$ cat src/rtl/ni_request_packetizer.sv
// NI initiator request packetizer: LUT lookup, then head/body/tail flits; optional NI_PACKETIZER_STATS_EN counters.
// Latency: first beat accepted at N gives header valid at N+2; single output register stalls on !flit_ready.
module ni_request_packetizer #(
  parameter int unsigned FLIT_WIDTH   = 80,
  parameter int unsigned ADDR_WIDTH   = 32,
  parameter int unsigned DATA_WIDTH   = 32,
  parameter int unsigned PATH_WIDTH   = 7,
  parameter int unsigned TARGET_WIDTH = 4,
  parameter int unsigned BURST_WIDTH  = 4,
  parameter logic [3:0]  SRC_ID       = 4'd0
) (
  input  logic                    clock,
  input  logic                    reset_n,
  input  logic                    req_valid,
  output logic                    req_ready,
  input  logic [2:0]              req_cmd,
  input  logic [ADDR_WIDTH-1:0]   req_addr,
  input  logic [DATA_WIDTH-1:0]   req_data,
  input  logic [BURST_WIDTH-1:0]  req_burst,
  output logic [ADDR_WIDTH-1:0]   lut_address,
  input  logic [PATH_WIDTH-1:0]   lut_path,
  input  logic [TARGET_WIDTH-1:0] transaction_target,
  input  logic                    failed_decoding,
  output logic [FLIT_WIDTH-1:0]   flit_out,
  output logic                    flit_valid,
  input  logic                    flit_ready,
  output logic                    err_valid,
  output logic [ADDR_WIDTH-1:0]   err_addr,
  output logic [15:0]             pkt_count,
  output logic [15:0]             err_count
);

  localparam int HEAD_BIT  = FLIT_WIDTH - 1;
  localparam int TAIL_BIT  = FLIT_WIDTH - 2;
  localparam int BURST_LSB = ADDR_WIDTH;
  localparam int CMD_LSB   = BURST_LSB + BURST_WIDTH;
  localparam int SRC_LSB   = CMD_LSB + 3;
  localparam int TGT_LSB   = SRC_LSB + 4;
  localparam int PATH_LSB  = TGT_LSB + TARGET_WIDTH;

  typedef enum logic [2:0] {S_IDLE, S_ROUTE, S_HEADER, S_PAYLOAD, S_DROP} state_t;

  state_t                  state_q, state_d;
  logic [ADDR_WIDTH-1:0]   lut_address_q, lut_address_d;
  logic [2:0]              cmd_q, cmd_d;
  logic [BURST_WIDTH-1:0]  burst_q, burst_d;
  logic [BURST_WIDTH-1:0]  beat_cnt_q, beat_cnt_d;
  logic [DATA_WIDTH-1:0]   data_q, data_d;
  logic [FLIT_WIDTH-1:0]   flit_q, flit_d;
  logic                    flit_vld_q, flit_vld_d;
  logic                    init_q;
  logic                    is_wr, beats_left;
  logic [BURST_WIDTH-1:0]  beat_nxt;
  logic [FLIT_WIDTH-1:0]   hdr_flit;

  function automatic logic [FLIT_WIDTH-1:0] body_flit(input logic [DATA_WIDTH-1:0] d, input logic tail);
    body_flit = '0;
    body_flit[DATA_WIDTH-1:0] = d;
    body_flit[TAIL_BIT] = tail;
  endfunction

  assign is_wr      = (cmd_q == 3'b001);
  assign beats_left = (beat_cnt_q < burst_q);
  assign beat_nxt   = beat_cnt_q + BURST_WIDTH'(1);

  always_comb begin
    hdr_flit = '0;
    hdr_flit[HEAD_BIT] = 1'b1;
    hdr_flit[TAIL_BIT] = !is_wr;
    hdr_flit[ADDR_WIDTH-1:0] = lut_address_q;
    hdr_flit[CMD_LSB-1:BURST_LSB] = burst_q;
    hdr_flit[SRC_LSB-1:CMD_LSB] = cmd_q;
    hdr_flit[TGT_LSB-1:SRC_LSB] = SRC_ID;
    hdr_flit[PATH_LSB-1:TGT_LSB] = transaction_target;
    hdr_flit[PATH_LSB+PATH_WIDTH-1:PATH_LSB] = lut_path;
  end

  always_comb begin
    state_d       = state_q;
    lut_address_d = lut_address_q;
    cmd_d         = cmd_q;
    burst_d       = burst_q;
    beat_cnt_d    = beat_cnt_q;
    data_d        = data_q;
    flit_d        = flit_q;
    flit_vld_d    = flit_vld_q;
    req_ready     = 1'b0;
    err_valid     = 1'b0;
    case (state_q)
      S_IDLE: begin
        // init_q keeps req_ready low while reset is asserted
        req_ready = init_q;
        if (req_valid && init_q) begin
          lut_address_d = req_addr;
          cmd_d         = req_cmd;
          burst_d       = (req_burst == '0) ? BURST_WIDTH'(1) : req_burst;
          data_d        = req_data;
          beat_cnt_d    = BURST_WIDTH'(1);
          state_d       = S_ROUTE;
        end
      end
      S_ROUTE: begin
        if (failed_decoding) begin
          state_d = S_DROP;
        end else begin
          flit_d     = hdr_flit;
          flit_vld_d = 1'b1;
          state_d    = S_HEADER;
        end
      end
      S_HEADER: begin
        if (flit_ready) begin
          if (is_wr) begin
            flit_d  = body_flit(data_q, burst_q == BURST_WIDTH'(1));
            state_d = S_PAYLOAD;
          end else begin
            flit_d     = '0;
            flit_vld_d = 1'b0;
            state_d    = S_IDLE;
          end
        end
      end
      S_PAYLOAD: begin
        req_ready = beats_left && (!flit_vld_q || flit_ready);
        if (req_valid && req_ready) begin
          flit_d     = body_flit(req_data, beat_nxt == burst_q);
          flit_vld_d = 1'b1;
          beat_cnt_d = beat_nxt;
        end else if (flit_vld_q && flit_ready) begin
          flit_vld_d = 1'b0;
          if (flit_q[TAIL_BIT]) begin
            flit_d  = '0;
            state_d = S_IDLE;
          end
        end
      end
      S_DROP: begin
        // Remaining write beats are sunk before the error is reported
        if (is_wr && beats_left) begin
          req_ready = 1'b1;
          if (req_valid) beat_cnt_d = beat_nxt;
        end else begin
          err_valid = 1'b1;
          state_d   = S_IDLE;
        end
      end
      default: state_d = S_IDLE;
    endcase
  end

  always_ff @(posedge clock or negedge reset_n) begin
    if (!reset_n) begin
      state_q       <= S_IDLE;
      lut_address_q <= '0;
      cmd_q         <= '0;
      burst_q       <= '0;
      beat_cnt_q    <= '0;
      data_q        <= '0;
      flit_q        <= '0;
      flit_vld_q    <= 1'b0;
      init_q        <= 1'b0;
    end else begin
      state_q       <= state_d;
      lut_address_q <= lut_address_d;
      cmd_q         <= cmd_d;
      burst_q       <= burst_d;
      beat_cnt_q    <= beat_cnt_d;
      data_q        <= data_d;
      flit_q        <= flit_d;
      flit_vld_q    <= flit_vld_d;
      init_q        <= 1'b1;
    end
  end

  assign lut_address = lut_address_q;
  assign flit_out    = flit_q;
  assign flit_valid  = flit_vld_q;
  assign err_addr    = err_valid ? lut_address_q : '0;

`ifdef NI_PACKETIZER_STATS_EN
  logic [15:0] pkt_count_q, pkt_count_d, err_count_q, err_count_d;

  always_comb begin
    pkt_count_d = pkt_count_q;
    err_count_d = err_count_q;
    if (flit_vld_q && flit_ready && flit_q[TAIL_BIT] && (pkt_count_q != 16'hFFFF))
      pkt_count_d = pkt_count_q + 16'd1;
    if (err_valid && (err_count_q != 16'hFFFF))
      err_count_d = err_count_q + 16'd1;
  end

  always_ff @(posedge clock or negedge reset_n) begin
    if (!reset_n) begin
      pkt_count_q <= '0;
      err_count_q <= '0;
    end else begin
      pkt_count_q <= pkt_count_d;
      err_count_q <= err_count_d;
    end
  end

  assign pkt_count = pkt_count_q;
  assign err_count = err_count_q;
`else
  assign pkt_count = '0;
  assign err_count = '0;
`endif

endmodule

$ cat config.mk
export PLATFORM = sky130hd
export DESIGN_NAME = ni_request_packetizer
export DESIGN_NICKNAME = d
export VERILOG_FILES = /design/src/rtl/ni_request_packetizer.sv
export SDC_FILE = /design/constraint.sdc
export NUM_CORES = 1
export LEC_CHECK = 0
export BUFFER_PORTS_ARGS = -buffer_cell sky130_fd_sc_hd__buf_2
export CAP_MARGIN = 20
export CORE_ASPECT_RATIO = 0.7
export CORE_MARGIN = 2
export CORE_UTILIZATION = 25
export CTS_BUF_LIST = sky130_fd_sc_hd__clkbuf_16
export CTS_CLUSTER_DIAMETER = 150
export DETAILED_ROUTE_END_ITERATION = 12
export GPL_TIMING_DRIVEN = 0
export PLACE_DENSITY = 0.58
export SLEW_MARGIN = 25
export SYNTH_ARGS = -nofsm -noshare
export SYNTH_HDL_FRONTEND = slang
export SYNTH_SLANG_ARGS = --single-unit
$ cat constraint.sdc
create_clock -name clock -period 6.7 [get_ports clock]
set_clock_uncertainty 0.1 [all_clocks]
set_input_delay 0 -clock clock [delete_from_list [all_inputs] [get_ports clock]]
set_output_delay 0 -clock clock [all_outputs]
set_load 0.02 [all_outputs]
# After elaboration in Yosys (flattened, before gate mapping)
# Index checks and enable logic that the tools add are counted.
# totals
register_bits,160
wordCells,83
# op_classes
n_addsub,1
magnitude_cmp,1
n_eq_ne,20
mux,33
reduce_logical,18
# op_table
cell,n
two-way mux 80 bit,5
one-hot mux 80 bit (3 select lines),1
two-way mux 79 bit,1
two-way mux 32 bit,1
inequality test 2 bit (second input constant),11
two-way mux 3 bit,7
two-way mux 4 bit,5
one-hot mux 3 bit (5 select lines),1
AND reduction 5 bit,3
one-hot mux 4 bit (3 select lines),1
two-way mux 1 bit,8
== test 3 x 1 -> 1 bit (second input constant),2
== test 3 x 2 -> 1 bit (second input constant),2
inequality test 3 bit (second input constant),2
one-hot mux 1 bit (3 select lines),2
AND reduction 6 bit,1
nonzero test 3 bit,2
logical AND 1 bit,5
adder 4 x 1 -> 4 bit (second input constant),1
== test 4 x 1 -> 1 bit (second input constant),1
== test 4 bit,1
logical NOT 4 bit,1
< comparator 4 bit,1
AND reduction 4 bit,1
other kinds (6),7

# Depth between registers and ports, before layout
# logic_depth
ltp_word,6
ltp_mapped,9

# Worst setup path before layout
# Ideal clock, no wire load.
# synth_timing
path_kind,flip-flop to flip-flop
startpoint,register burst_q[3]
endpoint,register beat_cnt_q[0]
setup_ns,0.125
arrival_ns,2.175
required_ns,6.475
slack_ns,4.300
path_stages_with_launch,8
synth_period_minus_slack_ns,2.400
path_cell_list,dfrtp_1 -> inv_1 -> ha_1 -> a21oi_1 -> nand3_1 -> or3_1 -> a21oi_1 -> mux2_2
# synth_between
elab_chain_len,5
# synth_lines
item,line,text
from (decl),46,"logic [BURST_WIDTH-1:0] burst_q, burst_d;"
from (signal assigned),166,burst_q <= burst_d;
< comparator 4 bit *,63,assign beats_left = (beat_cnt_q < burst_q);
logical AND 1 bit,124,req_ready = beats_left && (!flit_vld_q || flit_ready);
logical AND 1 bit,125,if (req_valid && req_ready) begin
inequality test 2 bit (no source line),--,
AND reduction 5 bit (no source line) *,--,
to (signal assigned),167,beat_cnt_q <= beat_cnt_d;
to (decl),47,"logic [BURST_WIDTH-1:0] beat_cnt_q, beat_cnt_d;"
# Every way passes the cells marked *; elsewhere a longest branch is shown, timed or not.
# A chain may end at the register's enable or synchronous reset.

# Worst setup path in the final report
# layout_timing
startpoint,register burst_q[3]
endpoint,"register flit_q[31], in the netlist flit_out[31]"
# layout_between
elab_chain_len,5
# layout_lines
item,line,text
< comparator 4 bit *,63,
logical AND 1 bit *,124,
logical AND 1 bit *,125,
inequality test 3 bit (no source line) / two-way mux 80 bit (equally long branches),--,
AND reduction 5 bit (no source line) / one-hot mux 80 bit (3 select lines) (equally long branches),--,
to (signal assigned),169,flit_q <= flit_d;
to (decl),49,"logic [FLIT_WIDTH-1:0] flit_q, flit_d;"
# Marked as above.

==> impl_metrics.yaml <==
worst_setup_path:
  path_max_fanout: 10
  end_kind: "register"
  crit_type: "register to register"
  cp.arrival_ns: 3.36
  cp.required_ns: 6.93
  start_kind: "register"
global_routing:
  grt_first_pass_wirelength_um: 33490
  grt_usage_pct: 15.89
  grt_pass1_vias: 5802
  antenna_found_initial: 0
  grt_start_max_net_pins: 74
  met2_usage_pct: 25.13
  grt_overflow: 0
  grt_busiest_layer: "met2"
  grt_use_met3_pct: 4.523
  grt_use_met1_pct: 21.62
layout:
  stdcell_area_um2: 9739
  seq_area_um2: 3303
  fill_cells: 2549
  multiInputGateArea_um2: 2759
  syn2layout_area_growth_pct: 49.29
  fin_cells: 1295
  fin_nets: 1043
  final_core_util_pct: 37.91
  drive_gt1_share_pct: 39.52
  antenna_cells: 0
hold_path:
  hp-class: "input pin to async pin"
die:
  start_util_pct: 25.40
  core_um2: 25690
  die_x_um: 197.1
  fp.dieH_um: 139.2
  dieArea_um2: 27420
  ioPinCount: 266
  num_rows: 49
routing:
  drc: 0
  drt-vias-per-instance: 4.508
  drt_wl_total_um: 21630
  vias: 5838
  drt_iter0_markers: 204
  first_pass_iters: 4
  ant_nets: 0
  avgRoutedWirePerCell_um: 16.71
clock_tree:
  ctsRootBufferMaster: "clkbuf_16"
  cts_buffers: 17
  cts_tree: "built"
  clkTransAtPathRegs_ns: 0.06
  cts_resized: 0
  clkLatencyLatePin_ns: 0.42
  clock_sinks: 132
  cts-htree-levels: 4
  clk_path_buf_depth: 2
timing:
  tightestPinTransition_ns: 0.9316
  maxSlewHeadroom_pct: 37.89
  fin_crit_ns: 3.138
  hold_slack_ns: -0.01516
  hold_viol: 3
  fin_tns_setup_ns: 0
  slew_viol_final: 0
  finalCritPeriodShare_pct: 46.83
  rsz0062_at_grt: "false"
  setup_ws_ns: 3.562
  fmax_mhz: 318.7
  setup_viol: 0
synth:
  netlist_area_um2: 6524
  async_reset_ff_share_pct: 100.0
  synth-seq-cells: 132
  syn_inst: 580
  yosysUniqueCellTypes: 48
  synth_edf_count: 0
  yosys_warnings: 0
  synth_flop_cell: "dfrtp_1"
  seq_area_frac_synth_pct: 50.63
  avgSynthCellArea_um2: 11.25
outcome:
  violations: "hold timing"
  status: "finished, violations left"
pwr:
  cellPowerDensity_nw_per_um2: 465.9
  vdd_ir_drop_max_uv: 239.7
  p_leak_nw: 4.752
  design_power_total_mw: 4.537
place:
  numPortBuffers: 205
  place_area_um2: 8229
  dp_slack_ns: 3.565
  gp_congestion: 0.7704
  placed_cells: 1176
  hpwl_um: 14990
job:
  drv_cap: 0
[placed cells by master, fill, tap and decap left out, types with 4 or more instances in the layout]
master	n
mux2_2	69
nand2b_1	4
nand2_1	11
clkbuf_1	29
a22o_1	19
nand3_1	5
buf_2	212
conb_1	61
nor2_1	40
inv_1	9
bufinv_16	5
a21oi_1	5
dfrtp_1	132
o21ai_0	38
buf_4	60
clkbuf_16	17
buf_6	5
ha_1	5
dlygate4sd3_1	87
and2_1	32
a221oi_1	33
clkinvlp_4	4
o31ai_1	31
[cell usage after synthesis (4+ instances only)]
library cell  number  area share [%]
dfrtp_1          132              51
mux2_2            69              12
buf_4             60             6.9
nor2_1            40             2.3
o21ai_0           38             2.9
a221oi_1          33             4.4
and2_1            32             3.1
o31ai_1           31             3.6
clkbuf_1          29             1.7
a22o_1            19             2.6
nand2_1           11            0.63
buf_2              8            0.61
inv_1              8            0.46
a21oi_1            5            0.38
buf_6              5            0.86
ha_1               5            0.96
nand3_1            5            0.38
nand2b_1           4            0.38
[worst paths after layout]
check / startpoint / to / slack (ns) / cells past startpoint
max: burst_q[3]$_DFFE_PN0P_ / flit_out[31]$_DFFE_PN0P_ / 3.56 / 8
min: reset_n / lut_address[7]$_DFFE_PN0P_ / -0.02 / 2
max reg2reg: burst_q[3]$_DFFE_PN0P_ / flit_out[31]$_DFFE_PN0P_ / 3.56 / 8
min reg2reg: flit_out[79]$_DFFE_PN0P_ / flit_out[79]$_DFFE_PN0P_ / 0.37 / 1
max in group asynchronous: reset_n / lut_address[29]$_DFFE_PN0P_ / 5.76 / 3
min in group clock: lut_path[4] / flit_out[51]$_DFFE_PN0P_ / 0.23 / 3
[registers in the layout (all words and copies together), names as in the netlist]
name / count
state_q: 3
flit_out: 52
init_q: 1
lut_address: 32
burst_q: 4
flit_valid: 1
cmd_q: 3
data_q: 32
beat_cnt_q: 4
[critical path, cell delays in order (launching register included)]
cell and delay, ns:
dfrtp_1 0.41, inv_1 0.08, ha_1 0.32, a21oi_1 0.35, nand3_1 0.26, nor3_2 0.53, clkbuf_1 0.53, a221oi_1 0.20
o31ai_1 0.26
[routing by layer]
layer / vias to the layer above / routed length, um
li1: 2743 / -
met1: 2872 / 10180
met2: 206 / 9879
met3: 17 / 1361
met4: 0 / 208
met5: - / 0
[cell families after synthesis]
family | share of synthesized area [%]
AO/OA/AOI/OAI | 16.24
flip-flops | 50.63
AND/OR/NAND/NOR | 8.746
buffers and inverters | 10.57
multiplexers | 12.06
adder cells (fa/ha/maj) | 0.9590
XOR/XNOR | 0.6714
other | 0.1151
[layout make-up]
cell class	count	area share, %
buffer	102	6.732
clock buffer	17	4.368
timing repair buffer	293	19.86
inverter	9	0.3469
sequential	132	33.92
multi-input combinational	396	28.33
tap	331	4.252
clock inverter	15	2.197
[where the power goes]
| part | switching [mW] | total (mW) | internal (mW) |
|---|---|---|---|
| clock | 0.384 | 1.04 | 0.657 |
| combinational | 1.22 | 2.04 | 0.816 |
| sequential | 0.276 | 1.46 | 1.18 |
| total | 1.88 | 4.54 | 2.66 |
[repair_timing]
| item | in CTS | in global routing |
|---|---|---|
| hold buffers | 87 | 0 |
| buffers inserted | 0 | 0 |
| endpoints found under the hold margin | 250 | 0 |
No activity file was read; power rests on OpenSTA's default activity.
